### config.mk
export PLATFORM = sky130hd
export DESIGN_NAME = c3lib_mtie_strap_capture
export DESIGN_NICKNAME = d
export VERILOG_FILES = /design/src/rtl/c3lib_mtie_strap_pkg.sv /design/src/rtl/c3lib_mtie_strap_cmp.sv /design/src/rtl/c3lib_mtie_strap_capture.sv
export SDC_FILE = /design/constraint.sdc
export NUM_CORES = 1
export LEC_CHECK = 0
export CORE_ASPECT_RATIO = 0.5
export CORE_MARGIN = 2
export CORE_UTILIZATION = 54
export DETAILED_ROUTE_END_ITERATION = 10
export GPL_TIMING_DRIVEN = 0
export PLACE_DENSITY = 0.83
export SETUP_SLACK_MARGIN = 0.1
export SLEW_MARGIN = 20
export SYNTH_ARGS = -nofsm -noshare
export SYNTH_HDL_FRONTEND = slang
export SYNTH_SLANG_ARGS = --single-unit
export TNS_END_PERCENT = 100
### constraint.sdc
create_clock -name clk -period 4.2 [get_ports clk]
set_clock_uncertainty 0.05 [all_clocks]
set_input_delay 1.05 -clock clk [delete_from_list [all_inputs] [get_ports clk]]
set_output_delay 1.05 -clock clk [all_outputs]
set_load 0.1 [all_outputs]
### src/rtl/c3lib_mtie_strap_pkg.sv
// Shared types and helpers for the metal-tie strap capture block.
package c3lib_mtie_strap_pkg;

  typedef enum logic [1:0] {
    SETTLE = 2'd0,
    SAMPLE = 2'd1,
    DONE   = 2'd2,
    ERR    = 2'd3
  } strap_state_e;

  // Width of a counter that must hold 0..n; never narrower than one bit.
  function automatic int cnt_w(input int n);
    return (n < 1) ? 1 : $clog2(n + 1);
  endfunction

endpackage

### src/rtl/c3lib_mtie_strap_cmp.sv
// Agreement counter: counts consecutive samples equal to the reference.
module c3lib_mtie_strap_cmp
  import c3lib_mtie_strap_pkg::*;
#(
  parameter  int WIDTH     = 8,
  parameter  int N_SAMPLES = 3,
  localparam int MCW       = cnt_w(N_SAMPLES)
) (
  input  logic             clk,
  input  logic             rst_n,
  input  logic             en_i,
  input  logic             clear_i,
  input  logic [WIDTH-1:0] ref_i,
  input  logic [WIDTH-1:0] sample_i,
  output logic [MCW-1:0]   match_cnt_o,
  output logic             mismatch_o
);

  logic [MCW-1:0] cnt_q, cnt_d;

  // clear_i coincides with loading the reference, which is itself sample one.
  always_comb begin
    cnt_d = cnt_q;
    if (clear_i)
      cnt_d = MCW'(1);
    else if (en_i && (sample_i == ref_i) && (cnt_q < MCW'(N_SAMPLES)))
      cnt_d = cnt_q + MCW'(1);
  end

  always_ff @(posedge clk or negedge rst_n) begin
    if (!rst_n) cnt_q <= '0;
    else        cnt_q <= cnt_d;
  end

  assign match_cnt_o = cnt_q;
  assign mismatch_o  = en_i && (sample_i != ref_i);

endmodule

### src/rtl/c3lib_mtie_strap_capture.sv
// Settles, multi-samples and latches ECO tie-cell straps, with SW override.
// Optional even-parity check on the captured value: C3LIB_MTIE_STRAP_PARITY_EN.
module c3lib_mtie_strap_capture
  import c3lib_mtie_strap_pkg::*;
#(
  parameter int WIDTH      = 8,
  parameter int SETTLE_CYC = 4,
  parameter int N_SAMPLES  = 3,
  parameter int MAX_RETRY  = 2
) (
  input  logic             clk,
  input  logic             rst_n,
  input  logic [WIDTH-1:0] strap_in,
  input  logic             recap_req,
  input  logic             ovrd_en,
  input  logic [WIDTH-1:0] ovrd_val,
`ifdef C3LIB_MTIE_STRAP_PARITY_EN
  input  logic             strap_par_in,
`endif
  output logic [WIDTH-1:0] strap_out,
  output logic             strap_valid,
  output logic             strap_err,
  output logic             busy
);

  localparam int SCW = cnt_w(SETTLE_CYC);
  localparam int RCW = cnt_w(MAX_RETRY);
  localparam int MCW = cnt_w(N_SAMPLES);
  localparam logic [SCW-1:0] SET_LAST = SCW'(SETTLE_CYC - 1);

  strap_state_e     state_q, state_d;
  logic [SCW-1:0]   set_cnt_q, set_cnt_d;
  logic [RCW-1:0]   retry_q, retry_d;
  logic [WIDTH-1:0] ref_q, ref_d;
  logic [WIDTH-1:0] cap_q, cap_d;
  logic             valid_q, valid_d;
  logic             err_q, err_d;
  logic             cmp_clr;
  logic [MCW-1:0]   match_cnt;
  logic             mismatch;

  c3lib_mtie_strap_cmp #(.WIDTH(WIDTH), .N_SAMPLES(N_SAMPLES)) u_cmp (
    .clk        (clk),
    .rst_n      (rst_n),
    .en_i       (state_q == SAMPLE),
    .clear_i    (cmp_clr),
    .ref_i      (ref_q),
    .sample_i   (strap_in),
    .match_cnt_o(match_cnt),
    .mismatch_o (mismatch)
  );

  always_comb begin
    state_d   = state_q;
    set_cnt_d = set_cnt_q;
    retry_d   = retry_q;
    ref_d     = ref_q;
    cap_d     = cap_q;
    valid_d   = valid_q;
    err_d     = err_q;
    cmp_clr   = 1'b0;
    case (state_q)
      SETTLE: begin
        if (set_cnt_q == SET_LAST) begin
          state_d   = SAMPLE;
          set_cnt_d = '0;
          ref_d     = strap_in;
          cmp_clr   = 1'b1;
        end else if (set_cnt_q < SET_LAST) begin
          set_cnt_d = set_cnt_q + SCW'(1);
        end
      end
      SAMPLE: begin
        // Full agreement is checked first; the current cycle's sample is surplus.
        if (match_cnt == MCW'(N_SAMPLES)) begin
          cap_d   = ref_q;
          valid_d = 1'b1;
`ifdef C3LIB_MTIE_STRAP_PARITY_EN
          if ((^ref_q) != strap_par_in) begin
            state_d = ERR;
            err_d   = 1'b1;
          end else begin
            state_d = DONE;
          end
`else
          state_d = DONE;
`endif
        end else if (mismatch) begin
          if (retry_q < RCW'(MAX_RETRY)) begin
            retry_d   = retry_q + RCW'(1);
            state_d   = SETTLE;
            set_cnt_d = '0;
          end else begin
            state_d = ERR;
            cap_d   = strap_in;
            valid_d = 1'b1;
            err_d   = 1'b1;
          end
        end
      end
      default: ;
    endcase
    // Recapture overrides everything, including a same-cycle DONE entry.
    if (recap_req) begin
      state_d   = SETTLE;
      set_cnt_d = '0;
      retry_d   = '0;
      cap_d     = cap_q;
      valid_d   = 1'b0;
      err_d     = 1'b0;
    end
  end

  always_ff @(posedge clk or negedge rst_n) begin
    if (!rst_n) begin
      state_q   <= SETTLE;
      set_cnt_q <= '0;
      retry_q   <= '0;
      ref_q     <= '0;
      cap_q     <= '0;
      valid_q   <= 1'b0;
      err_q     <= 1'b0;
    end else begin
      state_q   <= state_d;
      set_cnt_q <= set_cnt_d;
      retry_q   <= retry_d;
      ref_q     <= ref_d;
      cap_q     <= cap_d;
      valid_q   <= valid_d;
      err_q     <= err_d;
    end
  end

  assign strap_out   = ovrd_en ? ovrd_val : cap_q;
  assign strap_valid = valid_q | ovrd_en;
  assign strap_err   = err_q;
  assign busy        = (state_q == SETTLE) || (state_q == SAMPLE);

endmodule

==> flow_summary.toml, run 1 <==
[sta]
hold_violations = 0
clock.fmax_mhz = 252
period_share_pct = 94.5
fin_setup_tns_ns = 0
fin_hold_ws_ns = 0.464
slew_headroom_pct = 29.1
rsz0062_at_grt = "no"
drv_slew = 0
tightest_slew_ns = 1.06
finalSetupViolations = 0
finalCriticalPeriod_ns = 3.97

[run]
maxCapViolCount = 0

[clock_network]
clk_pin_slew_ns = 0.09
cts_buffers = 3
cts_htree_levels = 1
clock_latency_ns = 0.27
clkSinkCount = 27
cts_setup_buffers = 0
cts.repair.resized = 0
cts-root-buf = "clkbuf_8"
clk_path_buf_depth = 2
cts_tree = "yes"
hold_buffers = 0

[place]
dp_cells = 226
dpl_cell_area_sq_um = 1850
port_buffers = 28
hpwl_um = 2530
routabilityCongestion = 0.865

[grt]
grt_max_degree = 28
antenna_found_initial = 0
grt_pass1_wl_um = 5870
grt.overflow.total = 0
first_global_vias = 1247
grt_usage_pct = 23.0

[detailed_routing]
wl_um = 3700
top_layer = "met4"
wl_met3_um = 242
wl_met1_um = 1730
drt_iter0_drc = 124
wl_per_cell_um = 16.1
vias_per_cell = 5.82
vias = 1339
drcViolationCount = 0
detail-route-antenna-nets = 0
dr.pass1.iters = 4
routed-wl-met2_um = 1690

[pwr]
irDropWorstVdd_v = 0.000254
p_leak_nw = 0.842
p_per_area_nw_per_um2 = 412

[critical_path]
reg2reg_slack_ns = 2.08
crit_path_max_fanout = 9
crit_type = "input port to output port"
worstPathRequired_ns = 3.10
path_cells = "clkbuf_1 -> mux2_2 -> clkdlybuf4s50_1"
endpoint_kind = "output port"
slowest_delay_ns = 1.13
r2r_cells = 4
start_kind = "input port"
crit_path_top_delay_cell = "clkdlybuf4s50_1"
rr_endpoint = "cap_q[4]"
r2r_start = "state_q[1]"
cp.arrival_ns = 2.87

[floorplanning]
fp.dieH_um = 41.6
num_io_pins = 31
initial_core_util_pct = 57.8
dieWidth_um = 79.1
row_count = 13
die_area_sq_um = 3290
fp.coreArea_sq_um = 2640

[finish]
nets = 216
fin_cells = 230
final_area_sq_um = 1890
area_delta_synth_final_pct = 24.1
final_cell_mix = "dfrtp_1, clkdlybuf4s50_1, nor2_1"
utilization_pct = 71.7
n_antenna_cell = 0
drive_above_1_share_pct = 10.4

[yosys]
synth-seq-cells = 27
yosysSeqAreaShare_pct = 44.3
yosys.cell_types.count = 32
syn_area_sq_um = 1520
synth_nets = 183
yosysTopAreaCellShare_pct = 44.3
avgSynthCellArea_sq_um = 9.47
netlist.top_cell.by_area = "dfrtp_1"
synthTopCellsByArea = "dfrtp_1, mux2_2, xor2_1, o311a_1, nor2_1"
ys_warn_count = 0
synthCells = 161

[hold_path]
hp-start = "strap_err"
holdPathEnd = "strap_err"
min_path_type = "flop to flop"
min_path_cells = 2

[status]
status = "finished clean"
## routing by layer
layer / vias to the layer above / GRT usage, %
li1: 640 / -
met1: 643 / 31.2
met2: 50 / 38.1
met3: 6 / 5.22
met4: 0 / 5.52
met5: - / 0
## per-stage QoR
| step | worst slack, ns | total power, mW |
|---|---|---|
| 3_3_place_gp | 0.266 | 0.613 |
| 2_1_floorplan | 1.18 | 0.547 |
| 3_5_place_dp | 0.228 | 0.628 |
| 5_1_grt | 0.173 | 0.824 |
| 4_1_cts | 0.233 | 0.777 |
| 6_report | 0.230 | 0.780 |
## synthesized netlist by cell type
master and instances:
nand2b_1 4, o21a_1 1, a211oi_1 1, a2111oi_0 1, nor2_1 17, o31ai_1 1
nand3_1 3, ha_1 2, or2_2 2, xnor2_1 1, a31oi_1 8, o21bai_1 1
nor4_2 2, o311a_2 1, nor4_1 1, o311a_1 7, clkbuf_1 6, o21ai_0 12
mux2i_1 1, nand2_1 12, or3_1 8, a21o_1 3, dfrtp_1 27, a211oi_2 1
xor2_1 9, o22a_1 1, nor2b_1 1, mux2_2 8, a21oi_1 4, inv_1 13
buf_2 1, o32ai_2 1
## final cells by class
class / count / area (sq um)
buffer: 7 / 27.5
tap: 37 / 46.3
multi-input combinational: 114 / 772
inverter: 13 / 48.8
fill: 216 / 744
sequential: 27 / 676
clock buffer: 4 / 45.0
timing repair buffer: 28 / 275
## state kept, by name (all words and copies together) (netlist names)
name,flops
strap_err,1
ref_q,8
set_cnt_q,3
cap_q,8
state_q,2
u_cmp.match_cnt_o,2
valid_q,1
retry_q,2
## worst max-delay path by stage
stage / from / slack, ns / end / cells after the start
floorplan: ovrd_en / 1.18 / strap_out[0] / 2
global placement: ovrd_en / 0.27 / strap_out[7] / 3
detailed placement: ovrd_en / 0.23 / strap_out[0] / 3
CTS: ovrd_en / 0.23 / strap_out[0] / 3
global route: ovrd_en / 0.17 / strap_out[3] / 3
finish: ovrd_en / 0.23 / strap_out[0] / 3
## worst max-delay path, delay by kind of cell
family | cells | cell delay, ns
buffers and inverters | 2 | 1.56
muxes | 1 | 0.26
## cell families after synthesis
logic type | count (synthesis) | share of synthesized area (%)
multiplexers | 9 | 6.57
buffers and inverters | 20 | 5.01
flip-flops | 27 | 44.3
AO/OA/AOI/OAI | 43 | 20.4
XOR/XNOR | 10 | 5.75
adder cells (fa/ha/maj) | 2 | 1.64
AND/OR/NAND/NOR | 50 | 16.3
## report_power, final
part           switching [mW]  leakage, nW  total, mW  internal, mW
clock                  0.0824       0.0228      0.150        0.0681
sequential             0.0406        0.355      0.353         0.312
combinational           0.173        0.465      0.276         0.104
(Power assumes the default switching activity.)
==> run 2: changes to the inputs <==
--- a/config.mk
+++ b/config.mk
@@ -6,11 +6,10 @@
 export NUM_CORES = 1
 export LEC_CHECK = 0
 export CORE_ASPECT_RATIO = 0.5
-export CORE_MARGIN = 2
 export CORE_UTILIZATION = 54
 export DETAILED_ROUTE_END_ITERATION = 10
 export GPL_TIMING_DRIVEN = 0
-export PLACE_DENSITY = 0.83
+export PLACE_DENSITY = 0.89
 export SETUP_SLACK_MARGIN = 0.1
 export SLEW_MARGIN = 20
 export SYNTH_ARGS = -nofsm -noshare
==> flow_summary.toml, run 2 (synthesized netlist as in run 1, its figures left out) <==
[status]
status = "finished clean"

[sta]
clock.fmax_mhz = 253
fin_setup_tns_ns = 0
drv_slew = 0
setup_ws_ns = 0.243
finalCriticalPeriod_ns = 3.96
slew_headroom_pct = 31.5
finalSetupViolations = 0
tightest_slew_ns = 1.02
fin_hold_ws_ns = 0.462
hold_violations = 0
period_share_pct = 94.2
rsz0062_at_grt = "no"

[pwr]
cell_internal_pwr_uw = 483
irDropWorstVdd_v = 0.000201
p_leak_nw = 0.842
pwr-share-comb_pct = 35.2
power.switching_uw = 292
p_total_uw = 776
p_per_area_nw_per_um2 = 410
swShare_pct = 37.7
sequentialPowerShare_pct = 45.4
clkPwrFrac_pct = 19.4

[detailed_routing]
dr.pass1.iters = 4
drcViolationCount = 0
wl_per_cell_um = 15.6
detail-route-antenna-nets = 0
wl_um = 3580
vias = 1357
vias_per_cell = 5.90
drt_iter0_drc = 126

[clock_network]
clk_path_buf_depth = 2
clkSinkCount = 27
hold_buffers = 0
cts_setup_buffers = 0
cts_buffers = 3
cts-root-buf = "clkbuf_8"
cts_tree = "yes"
clock_latency_ns = 0.27
clk_pin_slew_ns = 0.09
cts_htree_levels = 1
cts.repair.resized = 0

[finish]
final_cell_mix = "dfrtp_1, clkdlybuf4s50_1, nor2_1"
n_antenna_cell = 0
area_delta_synth_final_pct = 24.1
nets = 216
final_area_sq_um = 1890
reg_top3 = "cap_q: 8 flops, ref_q: 8 flops, set_cnt_q: 3 flops"
drive_above_1_share_pct = 10.4

[place]
port_buffers = 28
dpl_worst_slack_ns = 0.230
hpwl_um = 2570
routabilityCongestion = 0.836
dpl_cell_area_sq_um = 1850

[grt]
grtUsageMet2_pct = 43.4
first_global_vias = 1211
grt_pass1_wl_um = 5360
grt.busiest_layer = "met2"
antenna_found_initial = 0
grt_util_met1_pct = 28.6
met3_usage_pct = 6.51
grt.overflow.total = 0
grt_usage_pct = 24.0
grt_max_degree = 28

[floorplanning]
dieWidth_um = 77.1
die_area_sq_um = 3050
fp.coreArea_sq_um = 2640
fp.dieH_um = 39.6
row_count = 13
initial_core_util_pct = 57.8
num_io_pins = 31

[critical_path]
endpoint_kind = "output port"
worstPathRequired_ns = 3.10
crit_path_max_fanout = 9
cp.arrival_ns = 2.86
start_kind = "input port"
crit_type = "input port to output port"

[run]
maxCapViolCount = 0

[hold_path]
min_path_type = "flop to flop"
==> run 2: cell counts in the layout (fill, tap and decap cells not counted) <==
Identical to the previous run, type by type.
==> run 2: power by group through the flow <==
stage | Combinational, mW | Sequential (mW) | Clock [mW]
finish | 0.273 | 0.352 | 0.151
global route | 0.300 | 0.357 | 0.161
CTS | 0.273 | 0.351 | 0.151
detailed placement | 0.270 | 0.356 | 0
global placement | 0.259 | 0.353 | 0
floorplan | 0.199 | 0.348 | 0
==> run 2: metrics by stage <==
step                cells  util (%)
detailed placement    226      70.0
finish                230      71.7
floorplan             161         -
global placement      226      70.2
global route          230      71.7
CTS                   230      71.7
==> run 2: metal layers <==
layer / share of wire (%) / wire length (um)
met2: 49 / 1750
met4: 0.67 / 24
met1: 45 / 1610
met3: 5.6 / 199
met5: 0 / 0
==> run 2: worst paths after layout <==
check,startpoint,end,slack (ns),cells after the start
setup / recovery,ovrd_en,strap_out[7],0.24,3
hold / removal,strap_err,strap_err,0.46,2
setup reg to reg,state_q[1],cap_q[4],2.11,4
hold reg to reg,strap_err,strap_err,0.46,2
max in group asynchronous,rst_n,cap_q[4],2.96,1
min in group asynchronous,rst_n,ref_q[5],0.73,1
==> run 2: critical path, stage by stage <==
cell             delay (ns)
clkbuf_1               0.41
mux2_2                 0.27
clkdlybuf4s50_1        1.13
==> run 2: layout make-up <==
type                       instances  area [sq um]
timing repair buffer              28           275
buffer                             7          27.5
fill                             175           744
sequential                        27           676
inverter                          13          48.8
clock buffer                       4          45.0
multi-input combinational        114           772
tap                               37          46.3
